`config.mk`:
```
export PLATFORM = sky130hd
export DESIGN_NAME = muldiv_unit_flat
export DESIGN_NICKNAME = d
export VERILOG_FILES = /design/src/rtl/muldiv_unit_pkg.sv /design/src/rtl/muldiv_unit_if.sv /design/src/rtl/muldiv_unit_sign_fix.sv /design/src/rtl/muldiv_unit.sv /design/src/flat_wrapper.sv
export SDC_FILE = /design/constraint.sdc
export NUM_CORES = 1
export LEC_CHECK = 0
export CORE_MARGIN = 2
export CORE_UTILIZATION = 35
export CTS_BUF_LIST = sky130_fd_sc_hd__clkbuf_4
export DETAILED_ROUTE_END_ITERATION = 10
export PLACE_DENSITY = 0.61
export SLEW_MARGIN = 20
export SYNTH_ARGS = -nofsm -noshare
export SYNTH_HDL_FRONTEND = slang
export SYNTH_HIERARCHICAL = 1
export SYNTH_SLANG_ARGS = --single-unit
```
`constraint.sdc`:
```
create_clock -name clk -period 22.4 [get_ports clk]
set_input_delay 6.72 -clock clk [delete_from_list [all_inputs] [get_ports clk]]
set_output_delay 6.72 -clock clk [all_outputs]
set_load 0.03 [all_outputs]
```
`src/rtl/muldiv_unit_pkg.sv`:
```
// rtl/muldiv_unit_pkg.sv - shared types, opcodes and signedness helpers for the M-extension unit
package muldiv_unit_pkg;

    localparam int XLEN_DEF = 32;

    localparam logic [2:0] F3_MUL    = 3'b000;
    localparam logic [2:0] F3_MULH   = 3'b001;
    localparam logic [2:0] F3_MULHSU = 3'b010;
    localparam logic [2:0] F3_MULHU  = 3'b011;
    localparam logic [2:0] F3_DIV    = 3'b100;
    localparam logic [2:0] F3_DIVU   = 3'b101;
    localparam logic [2:0] F3_REM    = 3'b110;
    localparam logic [2:0] F3_REMU   = 3'b111;

    typedef enum logic [1:0] {
        IDLE = 2'd0,
        PREP = 2'd1,
        CALC = 2'd2,
        FIN  = 2'd3
    } state_t;

    // MUL only needs the low half, which is sign-agnostic; treating it as signed is harmless.
    function automatic logic op_signed_a(input logic [2:0] f3);
        return (f3 == F3_MUL) || (f3 == F3_MULH) || (f3 == F3_MULHSU) ||
               (f3 == F3_DIV) || (f3 == F3_REM);
    endfunction

    function automatic logic op_signed_b(input logic [2:0] f3);
        return (f3 == F3_MUL) || (f3 == F3_MULH) || (f3 == F3_DIV) || (f3 == F3_REM);
    endfunction

endpackage

```
`src/rtl/muldiv_unit_if.sv`:
```
// rtl/muldiv_unit_if.sv - execute-stage handshake between the pipeline and the mul/div unit
interface muldiv_unit_if
    import muldiv_unit_pkg::*;
#(
    parameter int XLEN = XLEN_DEF
);
    logic            start_e;
    logic [2:0]      funct3_e;
    logic [XLEN-1:0] op_a_e;
    logic [XLEN-1:0] op_b_e;
    logic            flush_e;
    logic            busy;
    logic            done;
    logic [XLEN-1:0] result;

    modport master (
        output start_e, funct3_e, op_a_e, op_b_e, flush_e,
        input  busy, done, result
    );

    modport slave (
        input  start_e, funct3_e, op_a_e, op_b_e, flush_e,
        output busy, done, result
    );
endinterface

```
`src/rtl/muldiv_unit_sign_fix.sv`:
```
// rtl/muldiv_unit_sign_fix.sv - conditional two's-complement negate
module muldiv_unit_sign_fix #(
    parameter int W = 32
) (
    input  logic [W-1:0] value,
    input  logic         negate,
    output logic [W-1:0] fixed
);
    assign fixed = negate ? (~value + W'(1)) : value;
endmodule

```
`src/rtl/muldiv_unit.sv`:
```
// rtl/muldiv_unit.sv - iterative radix-2 shift-add multiplier and restoring divider for RV32M
module muldiv_unit
    import muldiv_unit_pkg::*;
#(
    parameter int XLEN  = XLEN_DEF,
    parameter int CNT_W = 6
) (
    input logic          clk,
    input logic          rst,
    muldiv_unit_if.slave io
);
    localparam logic [XLEN-1:0] MIN_NEG = {1'b1, {(XLEN-1){1'b0}}};

    state_t            state;
    logic [CNT_W-1:0]  cnt;
    logic [2:0]        f3;
    logic [XLEN-1:0]   a_q;
    logic [XLEN-1:0]   b_q;
    logic              sign_a;
    logic              sign_b;
    logic [XLEN-1:0]   acc_hi;
    logic [XLEN-1:0]   acc_lo;
    logic [XLEN-1:0]   mag_b;
    logic              neg_res;
    logic              neg_rem;
    logic              done_q;
    logic [XLEN-1:0]   result_q;

    logic [XLEN-1:0]   mag_a_w;
    logic [XLEN-1:0]   mag_b_w;
    logic              is_div;
    logic              prep_special;
    logic [XLEN:0]     mul_sum;
    logic [XLEN:0]     div_shift;
    logic [XLEN:0]     div_trial;

    logic [XLEN-1:0]   nxt_hi;
    logic [XLEN-1:0]   nxt_lo;
    logic              nxt_neg_res;
    logic              nxt_neg_rem;
    logic [2*XLEN-1:0] prod_fix;
    logic [XLEN-1:0]   rem_fix;
    logic [XLEN-1:0]   fin_value;

    muldiv_unit_sign_fix #(.W(XLEN)) u_fix_a (
        .value(a_q), .negate(sign_a), .fixed(mag_a_w)
    );

    muldiv_unit_sign_fix #(.W(XLEN)) u_fix_b (
        .value(b_q), .negate(sign_b), .fixed(mag_b_w)
    );

    assign is_div       = f3[2];
    assign prep_special = is_div && ((b_q == '0) ||
                          (((f3 == F3_DIV) || (f3 == F3_REM)) && (a_q == MIN_NEG) && (b_q == '1)));

    assign mul_sum   = {1'b0, acc_hi} + (acc_lo[0] ? {1'b0, mag_b} : '0);
    assign div_shift = {acc_hi, acc_lo[XLEN-1]};
    assign div_trial = div_shift - {1'b0, mag_b};

    // Next accumulator contents, so the corrected result can be registered on the edge into FIN.
    always_comb begin
        nxt_hi      = acc_hi;
        nxt_lo      = acc_lo;
        nxt_neg_res = neg_res;
        nxt_neg_rem = neg_rem;
        unique case (state)
            PREP: begin
                if (is_div && (b_q == '0)) begin
                    nxt_hi      = a_q;
                    nxt_lo      = '1;
                    nxt_neg_res = 1'b0;
                    nxt_neg_rem = 1'b0;
                end else if (prep_special) begin
                    nxt_hi      = '0;
                    nxt_lo      = MIN_NEG;
                    nxt_neg_res = 1'b0;
                    nxt_neg_rem = 1'b0;
                end else begin
                    nxt_hi      = '0;
                    nxt_lo      = mag_a_w;
                    nxt_neg_res = sign_a ^ sign_b;
                    nxt_neg_rem = sign_a;
                end
            end
            CALC: begin
                if (is_div) begin
                    if (!div_trial[XLEN]) begin
                        nxt_hi = div_trial[XLEN-1:0];
                        nxt_lo = {acc_lo[XLEN-2:0], 1'b1};
                    end else begin
                        nxt_hi = div_shift[XLEN-1:0];
                        nxt_lo = {acc_lo[XLEN-2:0], 1'b0};
                    end
                end else begin
                    {nxt_hi, nxt_lo} = {mul_sum, acc_lo[XLEN-1:1]};
                end
            end
            default: ;
        endcase
    end

    muldiv_unit_sign_fix #(.W(2*XLEN)) u_fix_prod (
        .value({nxt_hi, nxt_lo}), .negate(nxt_neg_res), .fixed(prod_fix)
    );

    muldiv_unit_sign_fix #(.W(XLEN)) u_fix_rem (
        .value(nxt_hi), .negate(nxt_neg_rem), .fixed(rem_fix)
    );

    // The low half of the negated product equals the negated quotient held in nxt_lo.
    always_comb begin
        fin_value = prod_fix[XLEN-1:0];
        unique case (f3)
            F3_MUL, F3_DIV, F3_DIVU:      fin_value = prod_fix[XLEN-1:0];
            F3_MULH, F3_MULHSU, F3_MULHU: fin_value = prod_fix[2*XLEN-1:XLEN];
            F3_REM, F3_REMU:              fin_value = rem_fix;
            default:                      fin_value = prod_fix[XLEN-1:0];
        endcase
    end

    always_ff @(posedge clk or posedge rst) begin
        if (rst) begin
            state    <= IDLE;
            cnt      <= '0;
            f3       <= '0;
            a_q      <= '0;
            b_q      <= '0;
            sign_a   <= 1'b0;
            sign_b   <= 1'b0;
            acc_hi   <= '0;
            acc_lo   <= '0;
            mag_b    <= '0;
            neg_res  <= 1'b0;
            neg_rem  <= 1'b0;
            done_q   <= 1'b0;
            result_q <= '0;
        end else begin
            done_q <= 1'b0;
            if (io.flush_e) begin
                state <= IDLE;
            end else begin
                unique case (state)
                    IDLE: begin
                        if (io.start_e) begin
                            f3     <= io.funct3_e;
                            a_q    <= io.op_a_e;
                            b_q    <= io.op_b_e;
                            sign_a <= io.op_a_e[XLEN-1] & op_signed_a(io.funct3_e);
                            sign_b <= io.op_b_e[XLEN-1] & op_signed_b(io.funct3_e);
                            state  <= PREP;
                        end
                    end
                    PREP: begin
                        acc_hi  <= nxt_hi;
                        acc_lo  <= nxt_lo;
                        mag_b   <= mag_b_w;
                        neg_res <= nxt_neg_res;
                        neg_rem <= nxt_neg_rem;
                        cnt     <= '0;
                        if (prep_special) begin
                            result_q <= fin_value;
                            done_q   <= 1'b1;
                            state    <= FIN;
                        end else begin
                            state <= CALC;
                        end
                    end
                    CALC: begin
                        acc_hi <= nxt_hi;
                        acc_lo <= nxt_lo;
                        cnt    <= cnt + CNT_W'(1);
                        if (cnt == CNT_W'(XLEN-1)) begin
                            result_q <= fin_value;
                            done_q   <= 1'b1;
                            state    <= FIN;
                        end
                    end
                    FIN: state <= IDLE;
                    default: state <= IDLE;
                endcase
            end
        end
    end

    // Combinational so the hazard unit stalls in the issue cycle and releases on a flush.
    assign io.busy   = !io.flush_e &&
                       (((state == IDLE) && io.start_e) || (state == PREP) || (state == CALC));
    assign io.done   = done_q && !io.flush_e;
    assign io.result = result_q;

endmodule

```
`src/flat_wrapper.sv`:
```
// flat-port wrapper written by rule: the top's interface ports become plain ports
module muldiv_unit_flat import muldiv_unit_pkg::*;
#(
    parameter int XLEN  = XLEN_DEF,
    parameter int CNT_W = 6
)
  (clk, rst, io_start_e, io_funct3_e, io_op_a_e, io_op_b_e, io_flush_e, io_busy, io_done, io_result);
  muldiv_unit_if #(.XLEN(XLEN)) io_i ();
  input logic clk;
  input logic rst;
  input wire logic [$bits(io_i.start_e)-1:0] io_start_e;
  input wire logic [$bits(io_i.funct3_e)-1:0] io_funct3_e;
  input wire logic [$bits(io_i.op_a_e)-1:0] io_op_a_e;
  input wire logic [$bits(io_i.op_b_e)-1:0] io_op_b_e;
  input wire logic [$bits(io_i.flush_e)-1:0] io_flush_e;
  output wire logic [$bits(io_i.busy)-1:0] io_busy;
  output wire logic [$bits(io_i.done)-1:0] io_done;
  output wire logic [$bits(io_i.result)-1:0] io_result;
  assign io_i.start_e = io_start_e;
  assign io_i.funct3_e = io_funct3_e;
  assign io_i.op_a_e = io_op_a_e;
  assign io_i.op_b_e = io_op_b_e;
  assign io_i.flush_e = io_flush_e;
  assign io_busy = io_i.busy;
  assign io_done = io_i.done;
  assign io_result = io_i.result;
  muldiv_unit #(.XLEN(XLEN), .CNT_W(CNT_W)) u_core (.clk(clk), .rst(rst), .io(io_i));
endmodule
```
==> results of run 1 <==
[metrics by stage]
step / cells / area (um2)
finish: 3040 / 20900
detailed placement: 2937 / 20200
CTS: 3038 / 20900
floorplan: 2242 / 18600
global route: 3039 / 20900
global placement: 2937 / 20200
[kinds of logic after synthesis]
logic type	share of synthesized area [%]
and+or+nand+nor	20.9
xor gates and xnor gates	9.65
buffers and inverters	4.74
adders and majority gates	5.06
DFF	28.0
AOI/OAI and AO/OA	25.1
muxes	6.54
[routing by layer]
layer | GRT usage (%) | up-vias
li1 | - | 8389
met1 | 32.3 | 8688
met2 | 36.9 | 830
met3 | 3.83 | 144
met4 | 8.65 | 0
met5 | 0 | -
[final timing paths]
path,start,end,slack [ps],cells past startpoint
worst max-delay path,io_flush_e,io_busy,7460,4
worst min-delay path,u_core/io.result[28]$_DFFE_PP0P_,u_core/io.result[28]$_DFFE_PP0P_,470,2
worst max register to register,u_core/mag_b[0]$_DFFE_PP0P_,u_core/io.result[22]$_DFFE_PP0P_,14880,21
worst min register to register,u_core/io.result[28]$_DFFE_PP0P_,u_core/io.result[28]$_DFFE_PP0P_,470,2
max in group asynchronous,rst,u_core/f3[2]$_DFFE_PP0P_,14470,3
min in group asynchronous,rst,u_core/acc_hi[9]$_DFFE_PP0P_,6460,2
[cell usage in the layout (no fill, tap or decap), types with 14 or more instances in the layout]
cell type / instances
nand2_1: 227
dfrtp_1: 207
nor2_1: 193
xnor2_1: 187
a21oi_1: 186
o21ai_0: 180
clkdlybuf4s50_1: 104
clkbuf_4: 85
mux2_2: 76
ha_1: 71
inv_1: 68
o31ai_1: 60
a31oi_1: 60
nand3_1: 39
and2_1: 36
mux2i_1: 36
a22o_1: 33
buf_4: 30
nor3_1: 29
nor4_1: 28
nand4_1: 25
o41ai_1: 24
nand2b_1: 20
or3_1: 20
o211ai_1: 18
xor2_1: 18
a21o_1: 17
o41ai_2: 16
clkinv_1: 14
[registers in the layout, indices dropped and copies added, names as in the netlist, 2 cells and up]
| register | flops |
|---|---|
| u_core/f3 | 3 |
| u_core/mag_b | 32 |
| u_core/state | 2 |
| u_core/io.result | 32 |
| u_core/acc_hi | 32 |
| u_core/acc_lo | 32 |
| u_core/b_q | 32 |
| u_core/cnt | 6 |
| u_core/a_q | 32 |
[cell type report]
| class | instances | area, um2 |
|---|---|---|
| sequential | 208 | 5210 |
| antenna | 2 | 5.00 |
| tap | 688 | 861 |
| clock buffer | 85 | 638 |
| inverter | 70 | 270 |
| fill | 5419 | 31600 |
| timing repair buffer | 134 | 1270 |
| clock inverter | 16 | 66.3 |
| multi-input combinational | 1837 | 12600 |
[tightest hold or removal path: stages (launching register included)]
cell and delay, ps:
dfrtp_1 340, nand2_1 40, o21ai_0 60
==> results.cfg, run 1 <==
[run_status]
run_status = completed

[critical_path]
cp_slowest_cell = clkdlybuf4s50_1
startpoint_type = input port
critical_path_class = input port to output port
crit_top_cell = clkdlybuf4s50_1
cp_max_fo = 13
slowest_delay_ps = 690
cp.required_ps = 15680
crit_path_end_kind = output port
worst-path-buf-inv = 3
crit_chain = clkdlybuf4s50_1 > buf_4 > a31oi_1 > clkdlybuf4s50_1
worstPathArrival_ps = 8220
cpLargestDelayFamily = buffers and inverters

[placed_design]
place_ws_ps = 7450
gp_congestion = 0.958
dp_hpwl_um = 48100
io_buffers = 104

[detailed_routing]
wl_met1_um = 28300
drc = 0
vias = 18100
vias_per_cell = 5.94
drt_iter0_markers = 1926
route.met2.wl_um = 29100
wl_met3_um = 5210
highest_layer = met4
postRouteAntennaNets = 0
dr.pass1.iters = 6
wl_um = 65000
post_drt_wl_per_cell_um = 21.4

[flow_run]
maxCapViolCount = 0

[clock_network]
post_cts_buffers = 0
cts_tree = yes
cts_resized = 0
clk_latency_ps = 820
clkSlewWorstSetupHoldPaths_ps = 60
cts_max_level = 2
cts_made_buffers = 60
numClockSinks = 208
cts_hold_buf = 0
cts-root-buf = clkbuf_4
cts_buffer_depth = 3

[yosys]
synth_most_common_cell = nand2_1
synth_commonest_cells = 227 x nand2_1, 208 x dfrtp_1, 197 x nor2_1
ys.flop_type = dfrtp_1
syn_inst = 2242
syn_nets = 2387
synth_top_area_cell = dfrtp_1
synth_top_area_share_pct = 28.0
synth-async-reset-ratio_pct = 100
synth_edf_count = 0
synth.distinct_cells = 99
synth_area_um2 = 18600
ys_seq_elements = 208
ys_warn_count = 6
synthTopCellsByArea = dfrtp_1 28%, xnor2_1 8.8%, a21oi_1 5.0%
yosysSeqAreaShare_pct = 28.0
syn_area_per_cell_um2 = 8.30

[die]
rows = 84
start_util_pct = 35.4
dieHeight_um = 235
dieArea_um2 = 55000
core_um2 = 52600
die-width_um = 235
ioPinCount = 105

[sta]
fin_crit_ps = 14940
rsz0062_at_grt = no
setup_tns_ps = 0
whs_ps = 474
tightestPinTransition_ps = 1110
clock.fmax_mhz = 66.9
setup_viol = 0
finClkSkew_ps = 44.1
hold_viol_final = 0
slew_headroom_pct = 26.1
finalCritPeriodShare_pct = 66.7
setup_ws_ps = 7460
maxSlewViolCount = 0

[finish]
syn2layout_area_growth_pct = 12.4
nets = 2456
fin_util_pct = 39.8
drive_gt1_share_pct = 12.8

[grt]
antenna_found_initial = 2
gr-total-overflow = 0
grt_max_degree = 91
grt_pass1_wl_um = 100000
track_usage_pct = 23.5
grt_pass1_vias = 16900

[hold_path]
hold_class = flip-flop to flip-flop
Power of run 1 is left out: the tool's default activity adds up to more than one toggle a clock period on the data nets, which glitch-free logic cannot reach.
==> run 2, diff against run 1 <==
Settings changed: PLACE_DENSITY 0.61 to 0.63.
Clock period 22.4 ns to 12.4 ns, I/O delays scaled along.
==> run 2 against run 1 <==
Compared with the run above: first-iteration DRC count increased by 0.88%; worst setup slack got worse by 4000 ps; highest routed layer is now met5; global-route usage decreased by 0.13 points; largest cell class unchanged.
==> results.cfg, run 2 (same netlist as run 1, synthesis figures left out) <==
[grt]
grt_pass1_vias = 17200
grt_pass1_wl_um = 99600
grt_max_degree = 91
antenna_found_initial = 4
gr-total-overflow = 0
track_usage_pct = 23.3

[critical_path]
cp_slowest_cell = clkdlybuf4s50_1
cp.required_ps = 8680
crit_chain = clkdlybuf4s50_1 > buf_4 > a31oi_1 > clkdlybuf4s50_1
crit_top_cell = clkdlybuf4s50_1
startpoint_type = input port
slowest_delay_ps = 690
critical_path_class = input port to output port
crit_path_end_kind = output port
cp_max_fo = 13
worstPathArrival_ps = 5210

[sta]
clock.fmax_mhz = 112
tightestPinTransition_ps = 1160
hold_viol_final = 0
fin_crit_ps = 8930
maxSlewViolCount = 0
whs_ps = 484
finClkSkew_ps = 55.6
finalCritPeriodShare_pct = 72.0
setup_viol = 0
rsz0062_at_grt = no
setup_tns_ps = 0
slew_headroom_pct = 21.7

[clock_network]
numClockSinks = 208
post_cts_buffers = 0
cts_max_level = 2
cts_resized = 0
cts-root-buf = clkbuf_4
cts_made_buffers = 60
clkSlewWorstSetupHoldPaths_ps = 60
cts_buffer_depth = 3
clk_latency_ps = 840
cts_hold_buf = 0
cts_tree = yes

[die]
ioPinCount = 105
rows = 84
dieArea_um2 = 55000
dieHeight_um = 235
die-width_um = 235
start_util_pct = 35.4
core_um2 = 52600

[detailed_routing]
wl_um = 64800
drc = 0
vias = 18200
drt_iter0_markers = 1943
post_drt_wl_per_cell_um = 21.3
postRouteAntennaNets = 0
vias_per_cell = 5.97
dr.pass1.iters = 6

[run_status]
run_status = completed

[finish]
regArea_um2 = 5210
drive_gt1_share_pct = 12.9
final_area_um2 = 21000
final_common_cell = nand2_1
layout_common_cells = 227 x nand2_1, 207 x dfrtp_1, 193 x nor2_1
nets = 2456
fill_cells = 5367
syn2layout_area_growth_pct = 12.7
multi_input_comb_area_um2 = 12600

[hold_path]
hold_class = flip-flop to flip-flop

[placed_design]
gp_congestion = 0.953
postPlaceCellArea_um2 = 20200
dp_hpwl_um = 48100
io_buffers = 104

[flow_run]
maxCapViolCount = 0
==> run 2: area by class of cell <==
type                       count  area share (%)
antenna                        5          0.0597
clock buffer                  85            3.04
clock inverter                21           0.555
inverter                      70            1.29
multi-input combinational   1837            60.1
sequential                   208            24.8
tap                          688            4.11
timing repair buffer         134            6.04
==> run 2: final timing paths <==
check | from | end | slack, ps | cells past startpoint
min in group asynchronous | rst | u_core/io.result[24]$_DFFE_PP0P_ | 3350 | 2
max in group asynchronous | rst | u_core/f3[2]$_DFFE_PP0P_ | 7520 | 3
max reg2reg | u_core/acc_lo[31]$_DFFE_PP0P_ | u_core/io.result[30]$_DFFE_PP0P_ | 5020 | 22
max | io_flush_e | io_busy | 3470 | 4
min reg2reg | u_core/io.result[13]$_DFFE_PP0P_ | u_core/io.result[13]$_DFFE_PP0P_ | 480 | 2
min | u_core/io.result[13]$_DFFE_PP0P_ | u_core/io.result[13]$_DFFE_PP0P_ | 480 | 2
==> run 2: worst max-delay path, delay by kind of cell <==
kind            cells  cell delay (ps)
buf+inv             3             1310
compound gates      1              170
==> run 2: layer usage <==
metal | GRT usage, % | up-vias | routed length [um]
li1 | - | 8405 | -
met2 | 35.8 | 900 | 28600
met1 | 31.7 | 8721 | 27600
met3 | 4.18 | 158 | 5680
met4 | 11.0 | 4 | 2930
met5 | 0 | - | 22
==> run 2: per-stage QoR <==
stage | cells | setup WS, ps | util (%)
6_report | 3048 | 3470 | 39.9
5_1_grt | 3048 | 3400 | 39.9
4_1_cts | 3043 | 3460 | 39.9
3_5_place_dp | 2937 | 3470 | 38.4
3_3_place_gp | 2937 | 3460 | 38.4
2_1_floorplan | 2242 | 3000 | -
Power of run 2 is left out for the same reason.
